<file path="config.mk">
export PLATFORM = sky130hd
export DESIGN_NAME = i2s_sample_tx
export DESIGN_NICKNAME = d
export VERILOG_FILES = /design/src/rtl/i2s_sample_tx.sv
export SDC_FILE = /design/constraint.sdc
export NUM_CORES = 1
export LEC_CHECK = 0
export CORE_MARGIN = 5
export CORE_UTILIZATION = 48
export CTS_CLUSTER_DIAMETER = 100
export DETAILED_ROUTE_END_ITERATION = 8
export GPL_ROUTABILITY_DRIVEN = 0
export PLACE_DENSITY = 0.73
export SYNTH_ARGS = -nofsm -noshare
export SYNTH_HDL_FRONTEND = slang
export SYNTH_SLANG_ARGS = --single-unit
export TNS_END_PERCENT = 30
</file>
<file path="constraint.sdc">
create_clock -name clk -period 2.35 [get_ports clk]
set_input_delay 0.47 -clock clk [delete_from_list [all_inputs] [get_ports clk]]
set_output_delay 0.47 -clock clk [all_outputs]
set_load 0.005 [all_outputs]
</file>
<file path="src/rtl/i2s_sample_tx.sv">
// Stereo I2S transmitter. It latches one mixer sample per frame, sends it on both channels and
// pulses a frame strobe. Optional `VOLUME_SHIFT_EN adds an arithmetic attenuation on volume_shift.
module i2s_sample_tx #(
  parameter int unsigned CLK_DIV  = 16,
  parameter int unsigned SAMPLE_W = 16
) (
  input  logic                clk,
  input  logic                reset,
  input  logic [SAMPLE_W-1:0] sample_in,
  input  logic                mute,
`ifdef VOLUME_SHIFT_EN
  input  logic [2:0]          volume_shift,
`endif
  output logic                sample_strobe,
  output logic                bclk,
  output logic                lrclk,
  output logic                sdata
);

  localparam int unsigned DIV_W  = 8;
  localparam int unsigned SLOT_W = $clog2(2 * SAMPLE_W);
  localparam int unsigned BIT_W  = $clog2(SAMPLE_W);
  localparam logic [DIV_W-1:0]  DIV_LAST  = DIV_W'(CLK_DIV - 1);
  localparam logic [SLOT_W-1:0] SLOT_HALF = SLOT_W'(SAMPLE_W);
  localparam logic [SLOT_W-1:0] SLOT_LAST = SLOT_W'(2 * SAMPLE_W - 1);
  localparam logic [SLOT_W-1:0] SLOT_WRAP = SLOT_W'(2 * SAMPLE_W);

  logic [DIV_W-1:0]    div_q, div_d;
  logic                bclk_q, bclk_d;
  logic                lrclk_q, lrclk_d;
  logic                sdata_q, sdata_d;
  logic                strobe_q, strobe_d;
  logic [SAMPLE_W-1:0] sample_q, sample_d;
  logic [SLOT_W-1:0]   slot_q, slot_d;
  logic                rlsb_q, rlsb_d;

  logic                fall;
  logic [SLOT_W-1:0]   slot_n;
  logic [BIT_W-1:0]    bit_idx;
  logic [SAMPLE_W-1:0] latch_val;

`ifdef VOLUME_SHIFT_EN
  logic signed [SAMPLE_W-1:0] shifted;
  assign shifted   = $signed(sample_in) >>> volume_shift;
  assign latch_val = mute ? '0 : shifted;
`else
  assign latch_val = mute ? '0 : sample_in;
`endif

  always_comb begin
    // NOTE: every variable gets a default first so no path through this block can infer a latch.
    div_d    = div_q + DIV_W'(1);
    bclk_d   = bclk_q;
    lrclk_d  = lrclk_q;
    sdata_d  = sdata_q;
    strobe_d = 1'b0;
    sample_d = sample_q;
    slot_d   = slot_q;
    rlsb_d   = rlsb_q;
    fall     = 1'b0;

    if (div_q == DIV_LAST) begin
      div_d  = '0;
      bclk_d = ~bclk_q;
      fall   = bclk_q;
    end

    // Slot k carries word bit (16-k) or (32-k); the subtraction from SLOT_WRAP wraps modulo 32.
    slot_n  = slot_q + SLOT_W'(1);
    bit_idx = BIT_W'((slot_n <= SLOT_HALF) ? (SLOT_HALF - slot_n) : (SLOT_WRAP - slot_n));

    if (fall) begin
      slot_d  = slot_n;
      lrclk_d = (slot_n >= SLOT_HALF);
      if (slot_n == '0) begin
        sdata_d  = rlsb_q;
        sample_d = latch_val;
        strobe_d = 1'b1;
      end else begin
        sdata_d = sample_q[bit_idx];
      end
      // The right LSB leaves in the next frame's slot 0, after sample_q has already been reloaded.
      if (slot_n == SLOT_LAST) begin
        rlsb_d = sample_q[0];
      end
    end
  end

  always_ff @(posedge clk) begin
    // NOTE: sequential state uses non-blocking assignments so all registers update from pre-edge values.
    if (reset) begin
      div_q    <= '0;
      bclk_q   <= 1'b0;
      lrclk_q  <= 1'b0;
      sdata_q  <= 1'b0;
      strobe_q <= 1'b0;
      sample_q <= '0;
      slot_q   <= SLOT_LAST;
      rlsb_q   <= 1'b0;
    end else begin
      div_q    <= div_d;
      bclk_q   <= bclk_d;
      lrclk_q  <= lrclk_d;
      sdata_q  <= sdata_d;
      strobe_q <= strobe_d;
      sample_q <= sample_d;
      slot_q   <= slot_d;
      rlsb_q   <= rlsb_d;
    end
  end

  assign sample_strobe = strobe_q;
  assign bclk          = bclk_q;
  assign lrclk         = lrclk_q;
  assign sdata         = sdata_q;

endmodule

</file>
==> results of run 1 <==
## cell usage after synthesis, types with 3 or more instances
cell type  count
dfxtp_1       34
nor2_1        17
a22o_1        16
xor2_1         9
nand2b_1       6
buf_2          5
nand2_1        5
nand3_1        4
and3_1         3
buf_4          3
ha_1           3
inv_1          3
mux4_2         3
## power by group through the flow
stage                     Clock [mW]  Sequential (mW)  Combinational (mW)
after global routing           0.428            0.585              0.0559
after detailed placement           0            0.597              0.0513
after CTS                      0.398            0.584              0.0517
after global placement             0            0.597              0.0492
after floorplan                    0            0.597              0.0154
final                          0.390            0.584              0.0509
## stage by stage
stage | total power [mW] | instance area, um2 | instances
5_1_grt | 1.07 | 1920 | 219
3_3_place_gp | 0.646 | 1840 | 211
6_report | 1.02 | 1920 | 219
2_1_floorplan | 0.612 | 1590 | 150
3_5_place_dp | 0.649 | 1840 | 211
4_1_cts | 1.03 | 1910 | 219
## flip-flops by register name, indices dropped and copies added (netlist names)
signal,count
sample_strobe,1
lrclk,1
div_q,8
sample_q,16
bclk,1
slot_q,5
sdata,1
rlsb_q,1
## final cells by class
class | instances | area (um2)
fillers | 273 | 1180
multi-input cells | 103 | 838
flip-flops and latches | 34 | 681
repair buffers | 27 | 258
clock buffers | 8 | 78.8
well taps | 44 | 55.1
inverters | 3 | 11.3
## critical path: stages (launching register included)
cell and delay (ns):
dfxtp_1 0.34, buf_4 0.17, ha_1 0.40, nand4b_1 0.18, o2111a_1 0.22, o311a_1 0.38
o41ai_1 0.30, a211oi_1 0.12
## layer usage
layer	vias up	part of all wire (%)	GRT usage (%)
li1	595	-	-
met1	560	45	21.3
met2	31	50	25.5
met3	7	3.5	4.83
met4	0	2.0	7.85
met5	-	0	0
## worst paths after layout
path	cells past startpoint	slack, ns	endpoint	start
worst max register to register	7	0.11	sdata	slot_q[0]
worst min-delay path	1	0.49	sample_q[13]	sample_q[13]
worst max-delay path	7	0.11	sdata	slot_q[0]
worst min register to register	1	0.49	sample_q[13]	sample_q[13]
## repair_timing
action,4_1_cts,5_1_grt
hold buffers,0,0
setup endpoints to repair,0,1
resized for setup,0,2
hold endpoints to repair,0,0
## cells by family (layout without fill, tap and decap cells)
family / count (synthesis) / after routing
AOI/OAI and AO/OA: 32 / 32
xor gates and xnor gates: 11 / 11
adders and majority gates: 3 / 3
buffers and inverters: 13 / 38
DFF: 34 / 34
muxes: 5 / 5
and+or+nand+nor: 52 / 52
==> results.py, run 1 <==
metrics = {
    "sta": {
        "period_share_pct": 95.4,
        "finalMaxSlewViolations": 0,
        "clock_skew_ns": 0.00269,
        "fin_crit_ns": 2.24,
        "hold_viol": 0,
        "hold_ws_ns": 0.486,
        "worst_slew_pin_slew_ns": 0.590,
        "worst_slack_ns": 0.109,
        "fmax_mhz": 446,
        "rsz0062_at_grt": "no",
        "setup_tns_ns": 0,
        "relSlewSlack_pct": 60.6,
        "setup-violations-final": 0,
    },
    "synth": {
        "async_flop_share_pct": 0,
        "yosysTopAreaCellShare_pct": 42.9,
        "synth_mux_area_share_pct": 6.55,
        "synth-adder-area-share_pct": 2.37,
        "yosysWarnings": 0,
        "synth_xor_area_share_pct": 6.08,
        "synth_area_leaders": "dfxtp_1, a22o_1, xor2_1",
        "synth-compound-area-share_pct": 17.8,
        "synth-seq-cells": 34,
        "synth_area_um2": 1590,
        "synth_fp_nets": 172,
        "synth_edf_count": 0,
        "yosys.area.top_type": "dfxtp_1",
        "postSynthCellCount": 150,
        "synth-seq-area-share_pct": 42.9,
        "synth_ff_type": "dfxtp_1",
        "syn_avg_cell_area_um2": 10.6,
        "synth_top_family_by_area": "simple AND/OR/NAND/NOR gates",
        "ys_types": 44,
        "synthSimpleGateAreaFrac_pct": 19.7,
    },
    "clocking": {
        "cts_tree": "yes",
        "clkLatencyLatePin_ns": 0.33,
        "clkSlewWorstSetupHoldPaths_ns": 0.10,
        "htree_levels": 2,
        "postCtsSetupBuffers": 0,
        "clock_path_buffers": 2,
        "root_buffer": "clkbuf_4",
        "numCtsBuffers": 5,
        "cts.sinks": 34,
    },
    "global_route": {
        "antenna_found_initial": 0,
        "overflow": 0,
        "grt_pass1_wl_mm": 5.65,
        "first_global_vias": 1243,
        "grt_max_degree": 17,
        "grt_usage_pct": 16.6,
    },
    "placed_design": {
        "place_ws_ns": 0.0464,
        "port_buffers": 22,
        "dp_hpwl_mm": 2.47,
    },
    "floorplan": {
        "core_area_um2": 3100,
        "die_w_um": 67.5,
        "initial_core_util_pct": 51.1,
        "rows": 20,
        "pin_count": 23,
        "die_h_um": 67.5,
        "die_area_um2": 4550,
    },
    "routing": {
        "ant_nets": 0,
        "drt-vias-per-instance": 5.45,
        "drt_wl_total_mm": 3.23,
        "drt_iter0_drc": 55,
        "via_count": 1193,
        "wl_per_cell_um": 14.7,
        "dr.pass1.iters": 4,
        "drc": 0,
    },
    "setup_path": {
        "cp_max_fo": 11,
        "critical_path_class": "reg2reg",
        "crit_path_end_kind": "flop",
        "required_ns": 2.56,
        "worstPathArrival_ns": 2.45,
        "cp-start-kind": "flop",
    },
    "power_and_ir_drop": {
        "intPower_uw": 818,
        "p_per_area_nw_per_um2": 533,
        "switching_share_pct": 20.2,
        "p_seq_share_pct": 57.0,
        "leakage_nw": 0.750,
        "p_switching_uw": 207,
        "ir_drop_uv": 309,
        "power_frac_clock_pct": 38.0,
        "power_frac_comb_pct": 5.0,
    },
    "layout": {
        "final_common_cell": "dfxtp_1",
        "layout_common_cells": "dfxtp_1, clkdlybuf4s50_1, nor2_1, a22o_1, xor2_1",
        "postLayoutCoreUtil_pct": 61.9,
        "drive_gt1_share_pct": 14.9,
        "fin_nets": 196,
        "syn2layout_area_growth_pct": 21.2,
        "antennaDiodeCount": 0,
    },
    "worst_hold_path": {
        "hold_path_class": "reg2reg",
    },
    "flow_run": {
        "cap_viol_max_count": 0,
    },
    "outcome": {
        "outcome": "finished, final reports clean",
    },
}
Power figures use the tool's default switching activity.
==> run 2: changes to the inputs <==
--- a/config.mk
+++ b/config.mk
@@ -5,6 +5,7 @@
 export SDC_FILE = /design/constraint.sdc
 export NUM_CORES = 1
 export LEC_CHECK = 0
+export CORE_ASPECT_RATIO = 0.75
 export CORE_MARGIN = 5
 export CORE_UTILIZATION = 48
 export CTS_CLUSTER_DIAMETER = 100
==> run 2 against run 1 <==
Worst setup slack gained 0.019 ns. Via count shrank 1.4%. Count of clock-buffer cells in the layout shrank 2. Register-to-register slack better by 0.02 ns. Critical path depth is the same. Highest routed layer unchanged. Worst hold slack got worse by 0.016 ns. Critical path type unchanged. Combinational power fell by 1%. Cell area is 3.1% higher. First-iteration DRC count increased by 16%. Maximum frequency up 0.87%.
==> results.py, run 2 (synthesis results as in run 1) <==
metrics = {
    "outcome": {
        "outcome": "finished, final reports clean",
    },
    "floorplan": {
        "pin_count": 23,
        "die_w_um": 76.4,
        "die_h_um": 59.8,
        "rows": 18,
        "core_area_um2": 3240,
        "die_area_um2": 4560,
        "initial_core_util_pct": 48.9,
    },
    "routing": {
        "via_count": 1176,
        "dr.pass1.iters": 4,
        "ant_nets": 0,
        "drt_wl_total_mm": 3.05,
        "drt-vias-per-instance": 5.47,
        "wl_per_cell_um": 14.2,
        "drt_iter0_drc": 64,
        "drc": 0,
    },
    "global_route": {
        "grt_pass1_wl_mm": 5.28,
        "busiest_layer": "met2",
        "grt_usage_pct": 14.6,
        "grt_max_degree": 17,
        "use_met2_pct": 20.5,
        "use_met3_pct": 4.67,
        "first_global_vias": 1136,
        "overflow": 0,
        "use_met1_pct": 20.3,
        "antenna_found_initial": 0,
    },
    "sta": {
        "setup_tns_ns": 0,
        "worst_slack_ns": 0.128,
        "hold_viol": 0,
        "fin_crit_ns": 2.22,
        "period_share_pct": 94.5,
        "clock_skew_ns": 0.00202,
        "worst_slew_pin_slew_ns": 0.626,
        "setup-violations-final": 0,
        "fmax_mhz": 450,
        "finalMaxSlewViolations": 0,
        "relSlewSlack_pct": 58.2,
        "rsz0062_at_grt": "no",
    },
    "power_and_ir_drop": {
        "power_frac_clock_pct": 51.2,
        "p_seq_share_pct": 44.9,
        "p_switching_uw": 235,
        "switching_share_pct": 18.1,
        "intPower_mw": 1.07,
        "leakage_nw": 0.777,
        "p_total_mw": 1.30,
        "ir_drop_uv": 535,
        "p_per_area_nw_per_um2": 656,
        "power_frac_comb_pct": 3.9,
    },
    "setup_path": {
        "path_cells": "buf_4 > ha_1 > nand4b_1 > o2111a_1 > o311a_1 > o41ai_1 > a211oi_1",
        "cp-start-kind": "flop",
        "critical_path_class": "reg2reg",
        "path_buf_inv": 1,
        "required_ns": 2.51,
        "cp_slowest_cell": "ha_1",
        "worstPathArrival_ns": 2.38,
        "path_delay_family": "compound AO/OA/AOI/OAI gates",
        "cp_max_fo": 11,
        "crit_path_end_kind": "flop",
        "max_stage_delay_ns": 0.40,
    },
    "clocking": {
        "htree_levels": 2,
        "root_buffer": "clkbuf_8",
        "cts.sinks": 34,
        "clkSlewWorstSetupHoldPaths_ns": 0.07,
        "cts_hold_buffers": 0,
        "clock_path_buffers": 2,
        "cts_tree": "yes",
        "postCtsSetupBuffers": 0,
        "clkLatencyLatePin_ns": 0.28,
        "numCtsBuffers": 5,
    },
    "layout": {
        "stdcell_count": 215,
        "syn2layout_area_growth_pct": 24.9,
        "fin_nets": 196,
        "antennaDiodeCount": 0,
        "drive_gt1_share_pct": 14.9,
        "largest_reg_flops": 16,
        "layout_common_cells": "dfxtp_1, clkdlybuf4s50_1, nor2_1, a22o_1, xor2_1",
        "final_common_cell": "dfxtp_1",
        "multi_input_area_um2": 838,
        "stdcell_area_um2": 1980,
        "top_regs": "sample_q (16), div_q (8), slot_q (5)",
        "top_register": "sample_q",
        "n_fill_cell": 270,
        "seq_area_um2": 681,
    },
    "worst_hold_path": {
        "hold_path_class": "reg2reg",
    },
    "placed_design": {
        "placed_cells": 207,
        "port_buffers": 22,
        "place_ws_ns": 0.113,
        "dp_hpwl_mm": 2.28,
        "postPlaceCellArea_um2": 1830,
    },
    "flow_run": {
        "cap_viol_max_count": 0,
    },
}
-- run 2: cell type report --
class                           instances  area share (%)
Clock buffer                            6            4.17
Clock inverter                          2            3.03
Inverter                                3           0.569
Multi-Input combinational cell        103            42.3
Sequential cell                        34            34.4
Tap cell                               40            2.53
Timing Repair Buffer                   27            13.0
-- run 2: stage by stage --
step | hold WS [ns] | utilization, %
2_1_floorplan | 0.430 | -
3_3_place_gp | 0.450 | 56.4
3_5_place_dp | 0.460 | 56.4
4_1_cts | 0.477 | 60.8
5_1_grt | 0.498 | 61.1
6_report | 0.469 | 61.1
-- run 2: metal layers --
metal | share of wire (%) | vias to the layer above
met3 | 4.7 | 3
met4 | 1.2 | 0
met1 | 52 | 552
met2 | 42 | 25
met5 | 0 | -
li1 | - | 596
-- run 2: power by group through the flow --
stage / logic (mW) / registers, mW / clock network [mW]
final: 0.0503 / 0.584 / 0.666
after global routing: 0.0553 / 0.584 / 0.713
after CTS: 0.0507 / 0.584 / 0.683
after detailed placement: 0.0507 / 0.597 / 0
after global placement: 0.0492 / 0.597 / 0
after floorplan: 0.0154 / 0.597 / 0
-- run 2: path summary, 6_finish.rpt --
check | to | from | slack, ns | cells after the start
worst max-delay path | sdata | slot_q[0] | 0.13 | 7
worst min-delay path | sample_q[9] | sample_q[9] | 0.47 | 1
worst max register to register | sdata | slot_q[0] | 0.13 | 7
worst min register to register | sample_q[9] | sample_q[9] | 0.47 | 1
-- run 2: repair_timing --
| action | CTS | global route |
|---|---|---|
| setup endpoints to repair | 0 | 1 |
| gates resized for setup | 0 | 2 |
| hold endpoints to repair | 0 | 0 |
